### config.mk
export PLATFORM = sky130hd
export DESIGN_NAME = csa_pipe_adder
export DESIGN_NICKNAME = d
export VERILOG_FILES = /design/src/rtl/csa_pkg.sv /design/src/rtl/csa_segment.sv /design/src/rtl/csa_pipe_adder.sv
export SDC_FILE = /design/constraint.sdc
export NUM_CORES = 2
export LEC_CHECK = 0
export CAP_MARGIN = 30
export CELL_PAD_IN_SITES_DETAIL_PLACEMENT = 0
export CELL_PAD_IN_SITES_GLOBAL_PLACEMENT = 2
export CORE_UTILIZATION = 38
export CTS_BUF_LIST = sky130_fd_sc_hd__clkbuf_8
export DETAILED_ROUTE_END_ITERATION = 10
export PLACE_DENSITY_LB_ADDON = 0.08
export REMOVE_ABC_BUFFERS = 1
export SETUP_SLACK_MARGIN = 0.05
export SKIP_CTS_REPAIR_TIMING = 1
export SLEW_MARGIN = 20
export SYNTH_ARGS = -nofsm -noshare
export SYNTH_HDL_FRONTEND = slang
export SYNTH_SLANG_ARGS = --single-unit
### constraint.sdc
create_clock -name clk -period 37.6 [get_ports clk]
set_input_delay 7.52 -clock clk [delete_from_list [all_inputs] [get_ports clk]]
set_output_delay 7.52 -clock clk [all_outputs]
set_load 0.02 [all_outputs]
### src/rtl/csa_pkg.sv
// csa_pkg: shared types and sizing helper for the pipelined carry-select adder
package csa_pkg;
  typedef struct packed {
    logic valid;
    logic carry;
    logic sub;
  } ctl_t;
  function automatic int nseg(input int width, input int seg_w);
    return width / seg_w;
  endfunction
endpackage

### src/rtl/csa_segment.sv
// csa_segment: combinational carry-select slice, both carry forms computed in parallel
module csa_segment #(
  parameter int SEG_W = 8
) (
  input  logic [SEG_W-1:0] a,
  input  logic [SEG_W-1:0] b,
  input  logic             ci,
  output logic [SEG_W-1:0] s,
  output logic             co,
  output logic             c_msb_in
);
  logic [SEG_W:0] r0, r1;
  assign r0 = {1'b0, a} + {1'b0, b};
  assign r1 = {1'b0, a} + {1'b0, b} + (SEG_W+1)'(1);
  assign {co, s} = ci ? r1 : r0;
  assign c_msb_in = a[SEG_W-1] ^ b[SEG_W-1] ^ s[SEG_W-1];
endmodule

### src/rtl/csa_pipe_adder.sv
// csa_pipe_adder: pipelined carry-select adder/subtractor, one segment per stage, valid/ready
module csa_pipe_adder
  import csa_pkg::*;
#(
  parameter int WIDTH = 64,
  parameter int SEG_W = 8
) (
  input  logic             clk,
  input  logic             rst,
  input  logic             in_valid,
  output logic             in_ready,
  input  logic [WIDTH-1:0] a,
  input  logic [WIDTH-1:0] b,
  input  logic             cin,
  input  logic             sub,
  output logic             out_valid,
  input  logic             out_ready,
  output logic [WIDTH-1:0] sum,
  output logic             cout,
  output logic             ovf
);
  localparam int NSEG = nseg(WIDTH, SEG_W);
  if (SEG_W < 1 || SEG_W > WIDTH || WIDTH % SEG_W != 0) begin : g_bad
    $error("csa_pipe_adder: WIDTH must be a positive multiple of SEG_W");
  end
  // operands shift down one segment per stage; result segments shift in from the top
  typedef struct packed {
    ctl_t             ctl;
    logic [WIDTH-1:0] a_hi;
    logic [WIDTH-1:0] b_hi;
    logic [WIDTH-1:0] sum_lo;
  } stage_t;
  stage_t          pre [NSEG+1];
  logic [NSEG-1:0] co, cm;
  logic            en;
  assign en = !out_valid || out_ready;
  assign in_ready = en;
  assign pre[0] = '{ctl: '{valid: in_valid, carry: sub ^ cin, sub: sub},
                    a_hi: a, b_hi: sub ? ~b : b, sum_lo: '0};
  for (genvar k = 0; k < NSEG; k++) begin : g_stage
    logic [SEG_W-1:0] s;
    stage_t           q;
    csa_segment #(.SEG_W(SEG_W)) u_seg (
      .a(pre[k].a_hi[SEG_W-1:0]),
      .b(pre[k].b_hi[SEG_W-1:0]),
      .ci(pre[k].ctl.carry),
      .s(s),
      .co(co[k]),
      .c_msb_in(cm[k])
    );
    always_ff @(posedge clk or posedge rst)
      if (rst) q <= '0;
      else if (en) q <= '{ctl: '{valid: pre[k].ctl.valid, carry: co[k], sub: pre[k].ctl.sub},
                         a_hi: pre[k].a_hi >> SEG_W, b_hi: pre[k].b_hi >> SEG_W,
                         sum_lo: (pre[k].sum_lo >> SEG_W) | (WIDTH'(s) << (WIDTH - SEG_W))};
    assign pre[k+1] = q;
  end
  always_ff @(posedge clk or posedge rst)
    if (rst) ovf <= 1'b0;
    else if (en) ovf <= co[NSEG-1] ^ cm[NSEG-1];
  assign out_valid = pre[NSEG].ctl.valid;
  assign sum = pre[NSEG].sum_lo;
  assign cout = pre[NSEG].ctl.carry;
  logic unused_bits;
  assign unused_bits = ^{pre[NSEG].a_hi, pre[NSEG].b_hi, pre[NSEG].ctl.sub, cm};
endmodule

After elaboration in Yosys (flattened, before gate mapping). Index checks and enable logic that the tools add are counted.

Output and inout bits: 68. Logic and storage cells: 78. Register bits after elaboration: 921.

Bitwise operators: 12. Add/subtract/negate cells: 16. Reduce and logical (&&, ||, !) cells: 2. Mux-type cells: 9.

Operators by type and width (number): $or A56 B64 Y64 (7); $add A8 B8 Y9 (8); $add A9 B1 Y9 const B (8); $mux W9 (8); $mux W64 (1); $not A64 Y64 (1); $xor A1 B1 Y1 (4); $logic_not A1 Y1 (1); $logic_or A1 B1 Y1 (1).

Longest topological paths before layout.
Depth in word-level cells: 5. Mapped depth: 13.

By module. Synthesis repeated with hierarchy kept, for this count alone.

Cells, all modules: 2273. Area total of the unflattened synthesis: 33423.3 µm².

Modules (own cells, without submodules): csa_pipe_adder (area each 29109.2 µm², seq. area each 18843.1 µm², instances 1, cells each 1729); csa_segment at g_stage[2].u_seg ... (area each 556.8 µm², seq. area each 0.0 µm², instances 4, cells each 71); csa_segment at g_stage[0].u_seg ... (area each 521.8 µm², seq. area each 0.0 µm², instances 4, cells each 65).

Worst setup path after synthesis. OpenSTA, ideal clock, no wires.

Path type: input -> output. From: in out_ready. To: out in_ready. Data arrival time: 8.577 ns. Stages on the path: 6. Path slack: 21.503 ns. Path buffers: 4. Required time: 30.080 ns. Cells stage by stage: nor2b_1 > buf_4 > clkinv_1 > buf_6 > clkbuf_1 > clkbuf_1.

Cells in the longest elaborated chain, start to end: 1.

RTL lines: start: declaration (RTL line csa_pipe_adder.sv:17) `input logic out_ready,`; $logic_or A1 B1 Y1 (RTL line csa_pipe_adder.sv:36) `assign en = !out_valid || out_ready;`; end: declaration (RTL line csa_pipe_adder.sv:11) `output logic in_ready,`.

No other way between the ends.

Worst setup path after layout. Ends and elaborated chain as after synthesis.

==> flow_metrics.py <==
metrics = {
    "final_layout": {
        "area_growth_pct": 16.51,
        "final_area_sq_um": 38060,
        "multi_input_area_sq_um": 12490,
        "final_cell_count_no_fill": 5057,
        "fillers": 8576,
        "regArea_sq_um": 18840,
        "drive_above_1_share_pct": 6.215,
        "fin_nets": 4026,
    },
    "critical_path": {
        "r2r.worst_path.cells": 8,
        "cp.arrival_ns": 9.89,
        "end_kind": "output port",
        "cpPeakStageDelay_ns": 0.67,
        "worstSetupStartpointType": "input pin",
        "path_depth": 5,
        "worstPathCellList": "clkdlybuf4s50_1 > nor2b_4 > buf_4 > inv_8 > clkdlybuf4s50_1",
        "critPathBufInv": 4,
        "rrSetupSlack_ns": 33.06,
        "cp-startpoint": "out_ready",
        "crit_end": "in_ready",
        "crit_required_ns": 30.08,
        "r2r-end": "g_stage[2].q[193]$_DFFE_PP0P_",
        "crit_fanout": 117,
        "critical_path_class": "input pin to output port",
        "crit_path_top_delay_cell": "clkdlybuf4s50_1",
        "crit_top_cell": "clkdlybuf4s50_1",
        "r2r-start": "out_valid$_DFFE_PP0P_",
        "critPathTopFamily": "buffers and inverters",
    },
    "power": {
        "peakVddDrop_uv": 37.68,
        "power.density_nw_per_um2": 84.95,
        "swShare_pct": 36.60,
        "comb_power_share_pct": 34.4,
        "internal_power_uw": 2050,
        "p_clk_share_pct": 23.2,
        "total_leakage_power_uw": 0.01931,
        "power.switching_uw": 1183,
        "p_seq_share_pct": 42.4,
    },
    "floorplan": {
        "start_util_pct": 38.36,
        "core_sq_um": 85150,
        "die_height_um": 295.2,
        "rows": 107,
        "dieArea_sq_um": 87140,
        "die_x_um": 295.2,
        "io_pins": 202,
    },
    "drt": {
        "wl_met3_um": 2564,
        "ant_nets": 0,
        "wl_um": 67270,
        "top_layer": "met4",
        "met1_length_um": 30580,
        "wire_per_inst_um": 13.30,
        "drt_iter0_drc": 1137,
        "drc": 0,
        "route.met2.wl_um": 32520,
        "dr.pass1.iters": 4,
        "vias_per_cell": 4.604,
        "num_vias": 23280,
    },
    "clock_tree": {
        "cts_buffers": 139,
        "clock_latency_ns": 0.76,
        "h-tree-depth": 4,
        "cts_max_path_buffers": 3,
        "clock-sinks": 753,
        "clkSlewWorstSetupHoldPaths_ns": 0.06,
        "root_buffer": "clkbuf_8",
        "cts_tree": "done",
    },
    "timing": {
        "min_period_ns": 17.42,
        "fin_tns_setup_ns": 0,
        "post-route-period-util_pct": 46.32,
        "layout_setup_ws_ns": 20.19,
        "fmax_mhz": 57.42,
        "finalSetupViolations": 0,
        "skew_ns": 0.02686,
        "finalHoldWorstSlack_ns": 0.4492,
        "worst_slew_pin_slew_ns": 1.020,
        "finalHoldViolCount": 0,
        "rsz0062_at_grt": "no",
        "drv_slew": 0,
        "relSlewSlack_pct": 31.97,
    },
    "synth": {
        "synth.distinct_cells": 74,
        "synth_enable_flop_cells": 0,
        "syn_area_per_cell_sq_um": 8.874,
        "synth_top_area_share_pct": 57.69,
        "synthFlopType": "dfrtp_1",
        "netlist_instances": 3681,
        "synth-seq-cells": 753,
        "async_flop_share_pct": 100.0,
        "ys_top_cells_by_area": "dfrtp_1 58%, nand2_1 23%, xnor2_1 2.9%, ha_1 2.8%, o21ai_0 2.0%",
        "syn-cell-area_sq_um": 32670,
        "ys_seq_area_share_pct": 57.69,
        "yosysWarningCount": 0,
        "yosysTopAreaCell": "dfrtp_1",
    },
    "run_status": {
        "status": "complete, no violations",
    },
    "global_route": {
        "antenna_found_initial": 1,
        "overflow": 0,
        "grt_max_degree": 210,
        "grt_pass1_wl_um": 116000,
        "grt_pass1_vias": 23950,
        "grt_usage_pct": 16.10,
    },
    "min_path": {
        "whs_path_depth": 2,
        "hp-class": "register to register",
    },
    "place": {
        "place_ws_ns": 20.21,
        "post-dp-hpwl_um": 40600,
        "dpl_cell_area_sq_um": 35200,
        "place_congestion": 0.7568,
        "portBuffers": 201,
        "placed_cells": 4808,
    },
    "run": {
        "max-cap-violations": 0,
    },
}
==> layer usage <==
layer | GRT usage [%] | vias up
li1 | - | 11750
met4 | 6.104 | 0
met3 | 3.458 | 125
met1 | 20.16 | 11100
met2 | 27.17 | 305
met5 | 0 | -
==> how the worst min path moves through the flow <==
stage	start	endpoint	slack [ns]
2_1_floorplan	g_stage[6].q[194]$_DFFE_PP0P_	g_stage[6].q[194]$_DFFE_PP0P_	0.43
3_3_place_gp	g_stage[6].q[194]$_DFFE_PP0P_	g_stage[6].q[194]$_DFFE_PP0P_	0.44
3_5_place_dp	g_stage[6].q[194]$_DFFE_PP0P_	g_stage[6].q[194]$_DFFE_PP0P_	0.45
4_1_cts	g_stage[2].q[92]$_DFFE_PP0P_	g_stage[3].q[84]$_DFFE_PP0P_	0.45
5_1_grt	g_stage[0].q[171]$_DFFE_PP0P_	g_stage[1].q[163]$_DFFE_PP0P_	0.47
6_report	g_stage[2].q[92]$_DFFE_PP0P_	g_stage[3].q[84]$_DFFE_PP0P_	0.45
==> cells by family after synthesis <==
kind of cell	after synthesis	synth area share, %
adders and majority gates	81	3.286
AOI/OAI and AO/OA	260	4.922
xor gates and xnor gates	147	4.030
buffers and inverters	288	4.114
and+or+nand+nor	2141	25.62
DFF	753	57.69
muxes	11	0.3409
==> worst min-delay path, stage by stage (launching register included) <==
cell and delay [ns]:
dfrtp_1 0.34, nand2_1 0.05, nand2_1 0.06
==> sequential cells by signal, indices dropped and copies added (netlist names) <==
signal     count
sum           64
g_stage.q    686
cout           1
out_valid      1
ovf            1
==> layout by cell type, fill, tap and decap left out, types with 10 or more instances in the layout <==
cell type           n
a21o_1             11
a21oi_1            38
buf_4              19
clkbuf_8          172
clkdlybuf4s50_1   200
clkinv_2           10
dfrtp_1           753
ha_1               73
inv_1              96
mux2i_1            10
nand2_1          1986
nand4_1            20
nor2_1             45
nor2b_1            12
nor3_1             11
o21a_1             10
o21ai_0           129
or3_1              12
xnor2_1           108
xor2_1             36
==> layout make-up <==
cell class / count / area share [%]
sequential: 753 / 49.51
multi-input combinational: 2640 / 32.81
timing repair buffer: 230 / 6.332
clock buffer: 172 / 6.220
tap: 1144 / 3.761
clock inverter: 68 / 0.8417
inverter: 47 / 0.5030
antenna: 3 / 0.01973
==> cells in the mapped netlist (5+ instances only) <==
cell type     n
buf_4        65
nor4_1        7
mux2i_1      10
ha_1         73
o21a_1       10
and4_1        5
buf_1        16
inv_1        46
and3_1        5
xor2_1       36
o21ai_0     129
nand3_1       8
o21bai_1      5
o31ai_1       9
a21o_1       11
nand4_1      20
a2111oi_0     8
nand2_1    1986
clkbuf_1    157
dfrtp_1     753
or3_1        12
nor3_1       11
nor2b_1      13
nor2_1       45
nand2b_1      5
xnor2_1     108
a21oi_1      38
nor3b_1       6
o21ai_1       6
fa_1          8
==> metrics by stage <==
stage | utilization (%) | power [uW]
final | 44.70 | 3233
after global routing | 44.70 | 3539
after CTS | 44.50 | 3303
after detailed placement | 41.34 | 2521
after global placement | 41.31 | 2479
after floorplan | - | 2366
==> power by group through the flow <==
| stage | combinational [uW] | sequential, uW | clock [uW] |
|---|---|---|---|
| floorplan | 980 | 1390 | 0 |
| global placement | 1100 | 1380 | 0 |
| detailed placement | 1130 | 1390 | 0 |
| CTS | 1140 | 1380 | 788 |
| global route | 1290 | 1420 | 824 |
| finish | 1110 | 1370 | 751 |
Power figures use the tool's default switching activity.
